$ cat src/rtl/lsu.sv
// lsu: load/store unit between the execute stage and dmem, with store-lane replication.
// Build option LSU_MISALIGN_EN: split misaligned accesses into byte beats; otherwise they fault.
module lsu #(
    parameter int ADDR_WIDTH = 12
) (
    input  logic                  clk,
    input  logic                  rst,
    input  logic                  req_valid,
    input  logic                  req_we,
    input  logic [1:0]            req_size,
    input  logic                  req_unsigned,
    input  logic [ADDR_WIDTH-1:0] req_addr,
    input  logic [31:0]           req_wdata,
    output logic                  busy,
    output logic                  resp_valid,
    output logic [31:0]           resp_rdata,
    output logic                  resp_fault,
    output logic [31:0]           misalign_count,
    output logic                  mem_we,
    output logic [1:0]            mem_write_size,
    output logic [1:0]            mem_read_size,
    output logic                  mem_unsigned,
    output logic [ADDR_WIDTH-1:0] mem_addr,
    output logic [31:0]           mem_wd,
    input  logic [31:0]           mem_rd
);
    localparam logic [1:0] SIZE_BYTE = 2'b00;
    localparam logic [1:0] SIZE_HALF = 2'b01;
    localparam logic [1:0] SIZE_WORD = 2'b10;

    logic        size_legal;
    logic        misaligned;
    logic        idle;
    logic        accept;
    logic [31:0] wd_rep;
    logic [31:0] count_reg;

    assign size_legal = (req_size != 2'b11);
    assign misaligned = req_valid &&
                        ((req_size == SIZE_HALF && req_addr[0]) ||
                         (req_size == SIZE_WORD && req_addr[1:0] != 2'b00));
    assign accept     = idle && misaligned;

    // dmem picks its byte lane from the address, so every lane carries the data
    always_comb begin
        case (req_size)
            SIZE_BYTE: wd_rep = {4{req_wdata[7:0]}};
            SIZE_HALF: wd_rep = {2{req_wdata[15:0]}};
            default:   wd_rep = req_wdata;
        endcase
    end

    always_ff @(posedge clk or posedge rst) begin
        if (rst) begin
            count_reg <= '0;
        end else if (accept && count_reg != 32'hFFFF_FFFF) begin
            count_reg <= count_reg + 32'd1;
        end
    end

    assign misalign_count = count_reg;

`ifdef LSU_MISALIGN_EN
    localparam logic [1:0] ST_IDLE  = 2'd0;
    localparam logic [1:0] ST_SPLIT = 2'd1;
    localparam logic [1:0] ST_DONE  = 2'd2;

    logic [1:0]            state_reg;
    logic [1:0]            k_reg;
    logic [ADDR_WIDTH-1:0] addr_reg;
    logic                  we_reg;
    logic                  half_reg;
    logic                  unsigned_reg;
    logic [31:0]           wdata_reg;
    logic [31:0]           buf_reg;
    logic [7:0]            wbyte [4];
    logic [31:0]           load_ext;

    generate
        for (genvar gi = 0; gi < 4; gi++) begin : g_lane
            assign wbyte[gi] = wdata_reg[8*gi +: 8];
        end
    endgenerate

    assign idle       = (state_reg == ST_IDLE);
    assign resp_fault = 1'b0;
    assign load_ext   = !half_reg    ? buf_reg :
                        unsigned_reg ? {16'h0000, buf_reg[15:0]} :
                                       {{16{buf_reg[15]}}, buf_reg[15:0]};

    always_ff @(posedge clk or posedge rst) begin
        if (rst) begin
            state_reg    <= ST_IDLE;
            k_reg        <= 2'd0;
            addr_reg     <= '0;
            we_reg       <= 1'b0;
            half_reg     <= 1'b0;
            unsigned_reg <= 1'b0;
            wdata_reg    <= '0;
            buf_reg      <= '0;
        end else begin
            case (state_reg)
                ST_IDLE: begin
                    if (misaligned) begin
                        state_reg    <= ST_SPLIT;
                        k_reg        <= 2'd0;
                        addr_reg     <= req_addr;
                        we_reg       <= req_we;
                        half_reg     <= (req_size == SIZE_HALF);
                        unsigned_reg <= req_unsigned;
                        wdata_reg    <= req_wdata;
                    end
                end
                ST_SPLIT: begin
                    if (!we_reg) begin
                        buf_reg[{k_reg, 3'b000} +: 8] <= mem_rd[7:0];
                    end
                    if (k_reg == (half_reg ? 2'd1 : 2'd3)) begin
                        state_reg <= ST_DONE;
                    end else begin
                        k_reg <= k_reg + 2'd1;
                    end
                end
                default: state_reg <= ST_IDLE;
            endcase
        end
    end

    always_comb begin
        busy           = 1'b0;
        resp_valid     = req_valid && size_legal;
        resp_rdata     = req_we ? 32'h0 : mem_rd;
        mem_we         = req_valid && req_we && size_legal;
        mem_write_size = req_size;
        mem_read_size  = req_size;
        mem_unsigned   = req_unsigned;
        mem_addr       = req_addr;
        mem_wd         = wd_rep;
        case (state_reg)
            ST_SPLIT: begin
                busy           = 1'b1;
                resp_valid     = 1'b0;
                resp_rdata     = 32'h0;
                mem_we         = we_reg;
                mem_write_size = SIZE_BYTE;
                mem_read_size  = SIZE_BYTE;
                mem_unsigned   = 1'b1;
                mem_addr       = addr_reg + ADDR_WIDTH'(k_reg);
                mem_wd         = {4{wbyte[k_reg]}};
            end
            ST_DONE: begin
                resp_valid = 1'b1;
                resp_rdata = we_reg ? 32'h0 : load_ext;
                mem_we     = 1'b0;
            end
            default: begin
                if (misaligned) begin
                    busy       = 1'b1;
                    resp_valid = 1'b0;
                    resp_rdata = 32'h0;
                    mem_we     = 1'b0;
                end
            end
        endcase
    end
`else
    assign idle = 1'b1;

    always_comb begin
        busy           = 1'b0;
        resp_fault     = misaligned;
        resp_valid     = req_valid && size_legal;
        resp_rdata     = (req_we || misaligned) ? 32'h0 : mem_rd;
        mem_we         = req_valid && req_we && size_legal && !misaligned;
        mem_write_size = req_size;
        mem_read_size  = req_size;
        mem_unsigned   = req_unsigned;
        mem_addr       = req_addr;
        mem_wd         = wd_rep;
    end
`endif

endmodule

$ cat config.mk
export PLATFORM = sky130hd
export DESIGN_NAME = lsu
export DESIGN_NICKNAME = d
export VERILOG_FILES = /design/src/rtl/lsu.sv
export SDC_FILE = /design/constraint.sdc
export NUM_CORES = 1
export LEC_CHECK = 0
export CORE_MARGIN = 10
export CORE_UTILIZATION = 33
export DETAILED_ROUTE_END_ITERATION = 10
export GPL_ROUTABILITY_DRIVEN = 1
export PLACE_DENSITY = 0.82
export SYNTH_ARGS = -nofsm -noshare
export SYNTH_HDL_FRONTEND = slang
export SYNTH_SLANG_ARGS = --single-unit
$ cat constraint.sdc
create_clock -name clk -period 3.4 [get_ports clk]
set_input_delay 0.85 -clock clk [delete_from_list [all_inputs] [get_ports clk]]
set_output_delay 0.85 -clock clk [all_outputs]
set_load 0.02 [all_outputs]
==> summary.txt, run 1 <==
Yosys
  – Mapped cell area: 0.00241 sq mm
  – Async SR Flop Fraction: 1.00
  – Synth cell types: 38
  – Register area share after synthesis: 0.333
  – EDFF count, synth: 0
  – Yosys warnings: 0
  – Mean Syn Cell Area: around 8.8 sq um
  – #FFs+latches synth: 32
  – Top_reg_cell synth: dfrtp_1
  – Syn Nets: 356
  – Top cells by area in the synthesized netlist: dfrtp_1 (33%), xor2_1 (9.5%), and2_1 (8.6%), buf_4 (8.1%), mux2_2 (7.5%)
  – Synthesized instance count: 272
  – Cell taking the most area after synthesis: dfrtp_1
  – Top cell type's share of synthesized area: 0.333

STA
  – Relative slew margins: 0.423
  – Endpoints failing setup: 0
  – Crit share post-route: 0.993
  – Worst-margin pin slew: ~0.86 ns
  – Setup TNS: 0 ns
  – Final Hold Fails: 0
  – Fin crit period: ~3.4 ns
  – Max Clock Skew: around 0.0067 ns
  – Achievable Freq: 0.296 GHz
  – Final slew viol count: 0

Power
  – Pwr dens: between 300 and 400 mW/mm^2
  – Sw power: about 450 uW
  – Gate power share: 0.399
  – Clock network power share: 0.236
  – Worst VDD drop: 151 uV
  – Sw Share: 0.349
  – Cell-internal power: 831 uW
  – Total power: roughly 1300 uW
  – Seq pwr share: 0.365
  – Static leakage: roughly 0.002 uW

Global route
  – First-pass GRT wire length: ~15000 um
  – Grt total ovfl: 0
  – Initial antenna violation count: 0
  – Pin count of the biggest net entering global routing: 33
  – Vias in the first global route: between 2000 and 3000
  – Tot GR Track Use: 0.168

Floorplanning
  – Die span in y: 105 um
  – Num ports: 200
  – Starting density of the core: 0.335
  – Row cnt: 31
  – Die ar.: ~0.011 sq mm
  – Core area: about 0.007 sq mm
  – Die X: ~110 um

Detailed routing
  – Vias: approximately 2600
  – Vias/cell: about 4.8
  – Wirelength per Cell: 18.2 um
  – Routed Antenna Nets: 0
  – First-pass iteration count of the detailed router: 4
  – Drt drc: 0
  – Drt total wl: 9690 um
  – 1st-iter DRT viols: just over 90

Placed design
  – Placer Congestion: slightly below 0.8
  – DP Area: about 0.0042 sq mm
  – Post-DP HPWL: roughly 8000 um
  – Port bufs: between 150 and 200

Finish
  – Commonest non-fill, non-tap cell in the layout: clkdlybuf4s50_1
  – Largest register FFs: 32
  – Share of cells above drive strength 1: 0.173
  – Finished Cell Area: just over 0.004 sq mm
  – Antenna diodes: 0
  – Area Overhead vs Synth: 70.5%
  – Nets: ~520
  – Commonest non-fill, non-tap cells in the layout: clkdlybuf4s50_1 (119), and2_1 (33), dfrtp_1 (32)

Critical path
  – R2r worst-path depth: 5
  – Required @ worst endpoint: between 2 and 3 ns
  – Reg2Reg Setup Slack: approximately 1.2 ns
  – Worst EP arrival: approximately 2.5 ns
  – Crit Path Class: input pin to output pin
  – CP endpoint kind: output pin
  – Crit start category: input pin
  – Maximum fanout along the worst path: 8
  – Reg2Reg Launch Point: misalign_count[10]$_DFFE_PP0P_
  – Reg-to-reg critical path endpoint: misalign_count[22]$_DFFE_PP0P_

Clock tree
  – H-tree levels: 2
  – CTS Buf Count: 5
  – CTS root buf: clkbuf_8
  – Clock latency on the worst-skew pair: just under 0.3 ns
  – Clock Path Buffers: 2
  – Clock-pin slew on the worst setup and hold paths: 0.06 ns
  – CTS tree: yes
  – TritonCTS Sinks: 32
  – Postcts setup bufs: 0

Worst hold path
  – Min-Delay Path Class: flop to flop
  – Hold path cells: 1
  – Worst Hold Endpoint: misalign_count[13]$_DFFE_PP0P_
  – Hold Startpoint: misalign_count[13]$_DFFE_PP0P_

Run status
  – Status: completed

Job
  – # Max-Cap Violations: 0
## kinds of logic (layout without fill, tap and decap cells)
family	Yosys count	in the layout	share of synthesized area
XOR/XNOR	29	29	0.106
flip-flops	32	32	0.333
other	1	1	0.00156
AND/OR/NAND/NOR	126	126	0.293
buffers and inverters	41	203	0.108
multiplexers	26	26	0.117
AO/OA/AOI/OAI	16	16	0.0374
adder cells (fa/ha/maj)	1	1	0.00520
## repair_timing
action | 4_1_cts | 5_1_grt
gates cloned | 0 | 0
hold endpoints to repair | 0 | 0
setup endpoints to repair | 51 | 38
gates resized for setup | 100 | 40
hold buffers | 0 | 0
## stage by stage
stage	hold WS, ns	utilization	setup WS (ns)	cells
after floorplan	0.590	-	0.211	272
after global placement	0.473	0.580	-0.323	525
after detailed placement	0.495	0.580	-0.396	525
after CTS	0.508	0.594	-0.00198	533
after global routing	0.527	0.572	-0.00933	533
final	0.510	0.572	0.0228	533
## critical path, stage by stage
cell	delay (ns)
clkdlybuf4s50_1	0.51
buf_4	0.19
nor2_1	0.10
buf_4	0.18
mux2_2	0.36
dlygate4sd2_1	0.34
## worst max-delay path by stage
stage / start / to / slack [ns] / depth (start not counted)
6_report: req_size[1] / mem_wd[8] / 0.02 / 6
5_1_grt: req_size[0] / mem_wd[10] / -0.009 / 6
4_1_cts: req_size[0] / resp_rdata[5] / -0.002 / 9
3_5_place_dp: req_size[0] / resp_rdata[7] / -0.40 / 9
3_3_place_gp: req_size[0] / resp_rdata[6] / -0.32 / 9
2_1_floorplan: req_size[1] / resp_rdata[10] / 0.21 / 7
## metal layers
metal | track usage | wire length [um] | up-vias
li1 | - | - | 1232
met1 | 0.162 | 3300 | 1196
met2 | 0.298 | 5100 | 115
met3 | 0.0877 | 1120 | 11
met4 | 0.0598 | 184 | 0
met5 | 0 | 0 | -
## Yosys cell counts, types with 8 or more instances
master / count
and2_1: 33
dfrtp_1: 32
buf_4: 26
xor2_1: 26
nand2_1: 21
nor3_1: 18
mux2_2: 16
nand3_1: 15
nor2_1: 10
mux2i_1: 9
clkbuf_1: 8
o21ai_0: 8
## layout make-up
| cell class | instances | area [sq um] |
|---|---|---|
| Clock buffer | 8 | 90.1 |
| Multi-Input combinational cell | 199 | 1360 |
| Inverter | 6 | 22.5 |
| Timing Repair Buffer | 189 | 1710 |
| Fill cell | 650 | 3070 |
| Sequential cell | 32 | 801 |
| Tap cell | 99 | 124 |
## power by group through the flow
| stage | Combinational, uW | Sequential, uW | Clock, uW |
|---|---|---|---|
| 5_1_grt | 548 | 473 | 329 |
| 2_1_floorplan | 225 | 498 | 0 |
| 4_1_cts | 535 | 466 | 308 |
| 3_5_place_dp | 551 | 472 | 0 |
| 3_3_place_gp | 546 | 468 | 0 |
| 6_report | 509 | 467 | 302 |
No activity file was read; power rests on OpenSTA's default activity.
==> run 2: changes to the inputs <==
- CORE_MARGIN: 10 -> 4
- PLACE_DENSITY: 0.82 -> 0.88
==> run 2 against run 1 <==
Clock skew about the same. Flip-flop and latch count unchanged. Worst hold slack worse by 0.0097 ns. Utilization is 4.2 points higher. Cell area increased by 3.9%. Clock power is 3% higher. Critical endpoint is now resp_valid. Via count fell by 0.98%. Non-clock buffer count unchanged. Critical path depth is 2 lower. Combinational power increased by 3%.
==> summary.txt, run 2 (synthesized netlist as in run 1, its figures left out) <==
Power
  – Total power: 1300 uW (+1.9%)
  – Static leakage: 0.00190 uW (-3.6%)
  – Pwr dens: 305 mW/mm^2 (-1.9%)
  – Worst VDD drop: 160 uV (+6.2%)

Critical path
  – CP top delay family: buffers and inverters
  – Worst path slowest cell: clkdlybuf4s50_1
  – CP endpoint kind: output pin
  – Crit start category: input pin
  – Crit path buffers/inverters: 3 (-1)
  – Worst EP arrival: 2.45 ns (-0.08 ns)
  – Reg2Reg Launch Point: misalign_count[10]$_DFFE_PP0P_
  – Crit Path Class: input pin to output pin
  – Required @ worst endpoint: 2.55 ns (about the same)
  – Critical-path cell list: clkdlybuf4s50_1 -> a21boi_0 -> buf_4 -> clkdlybuf4s50_1
  – Reg-to-reg critical path endpoint: misalign_count[18]$_DFFE_PP0P_
  – WP depth: 4 (-2)
  – Reg2Reg Setup Slack: 1.10 ns (-0.08 ns)
  – Most frequent CP cell: clkdlybuf4s50_1
  – Maximum fanout along the worst path: 3 (-5)
  – Worst stage delay on the critical path: 0.60 ns (+0.09 ns)
  – R2r worst-path depth: 5 (unchanged)

Run status
  – Status: completed

Detailed routing
  – First-pass iteration count of the detailed router: 4 (unchanged)
  – 1st-iter DRT viols: 97 (+6.6%)
  – Vias: 2529 (-0.98%)
  – Metal1 wirelength: 3290 um (-0.21%)
  – Vias/cell: 4.78 (-0.23%)
  – Top Layer Used: met4
  – Metal2 WL: 4310 um (-15%)
  – Drt drc: 0 (unchanged)
  – Drt total wl: 8550 um (-12%)
  – Wirelength per Cell: 16.2 um (-11%)
  – Routed Antenna Nets: 0 (unchanged)
  – Met3 wire len: 716 um (-36%)

STA
  – Relative slew margins: 0.418 (-0.00493)
  – Setup TNS: 0 ns (unchanged)
  – Final slew viol count: 0 (unchanged)
  – Max Clock Skew: 0.00626 ns (-0.000491 ns)
  – Fin crit period: 3.30 ns (-0.0740 ns)
  – RSZ-0062 raised after global routing: false
  – Final Hold Fails: 0 (unchanged)
  – Setup slack after layout: 0.0968 ns (+0.0740 ns)
  – Achievable Freq: 0.303 GHz (+2.2%)
  – Endpoints failing setup: 0 (unchanged)
  – Worst-margin pin slew: 0.866 ns (+0.00733 ns)
  – Crit share post-route: 0.972 (-0.0218)

Global route
  – Initial antenna violation count: 0 (unchanged)
  – Vias in the first global route: 2650 (-3.9%)
  – Pin count of the biggest net entering global routing: 33 (unchanged)
  – Tot GR Track Use: 0.196 (+0.0281)
  – Grt total ovfl: 0 (unchanged)
  – First-pass GRT wire length: 13500 um (-10%)

Floorplanning
  – Row cnt: 30 (-3.2%)
  – Die span in y: 93.4 um (-11%)
  – Die X: 93.4 um (-11%)
  – Num ports: 200 (unchanged)
  – Die ar.: 0.00872 sq mm (-21%)
  – Starting density of the core: 0.346 (+0.0112)
  – Core area: 0.00694 sq mm (-3.2%)

Clock tree
  – CTS tree: yes
  – H-tree levels: 2 (unchanged)
  – Clock latency on the worst-skew pair: 0.28 ns (about the same)
  – Clock-pin slew on the worst setup and hold paths: 0.07 ns (about the same)
  – TritonCTS Sinks: 32 (unchanged)
  – CTS root buf: clkbuf_8
  – CTS Buf Count: 5 (unchanged)
  – Clock Path Buffers: 2 (unchanged)

Worst hold path
  – Hold path cells: 1 (unchanged)
  – Hold Startpoint: misalign_count[22]$_DFFE_PP0P_
  – Min-Delay Path Class: flop to flop
  – Worst Hold Endpoint: misalign_count[22]$_DFFE_PP0P_

Finish
  – Largest register FFs: 32 (unchanged)
  – Antenna diodes: 0 (unchanged)
  – Finished Cell Area: 0.00426 sq mm (+3.9%)
  – Commonest non-fill, non-tap cells in the layout: clkdlybuf4s50_1 (131), and2_1 (33), dfrtp_1 (32)
  – Fin util: 0.614 (+0.0421)
  – Nets: 517 (unchanged)
  – Share of cells above drive strength 1: 0.180 (+0.00733)
  – Commonest non-fill, non-tap cell in the layout: clkdlybuf4s50_1
  – Area Overhead vs Synth: 77.2%

Job
  – # Max-Cap Violations: 0 (unchanged)

Placed design
  – Port bufs: 176 (unchanged)
  – DP Area: 0.00415 sq mm (-0.45%)
  – Post-DP HPWL: 7050 um (-13%)
  – Placer Congestion: 0.810 (+1.8%)
  – Place WS: -0.373 ns (+0.0230 ns)
## run 2: how the worst max path moves through the flow
stage | startpoint | to | slack [ns]
after floorplan | req_size[1] | resp_rdata[10] | 0.21
after global placement | req_size[0] | resp_rdata[5] | -0.32
after detailed placement | req_size[0] | resp_rdata[7] | -0.37
after CTS | req_addr[0] | resp_rdata[7] | 0.06
after global routing | req_addr[0] | resp_rdata[30] | 0.004
final | req_valid | resp_valid | 0.1
## run 2: final cells by class
type / instances / area [sq um]
clock buffer: 7 / 96.3
fill: 598 / 2680
inverter: 6 / 22.5
multi-input combinational: 199 / 1370
sequential: 32 / 801
tap: 96 / 120
timing repair buffer: 189 / 1850
## run 2: what timing repair did
item                                    in CTS  in global routing
pin swaps                                    1                  0
endpoints found under the setup margin      51                 32
gates resized for setup                    115                 11
buffers inserted                             2                  0
hold buffers                                 0                  0
gates cloned                                 0                  0
## run 2: metal layers
metal	global-route usage	vias to the layer above
li1	-	1229
met1	0.220	1161
met2	0.348	119
met3	0.0595	20
met4	0.0684	0
met5	0	-
## run 2: power breakdown
group	switching [uW]	internal, uW
sequential	50.6	413
clock	132	180
combinational	256	271
total	439	863
## run 2: metrics by stage
stage               hold slack [ns]  instances
floorplan                     0.590        272
global placement              0.476        520
detailed placement            0.486        520
CTS                           0.503        529
global route                  0.522        529
finish                        0.500        529
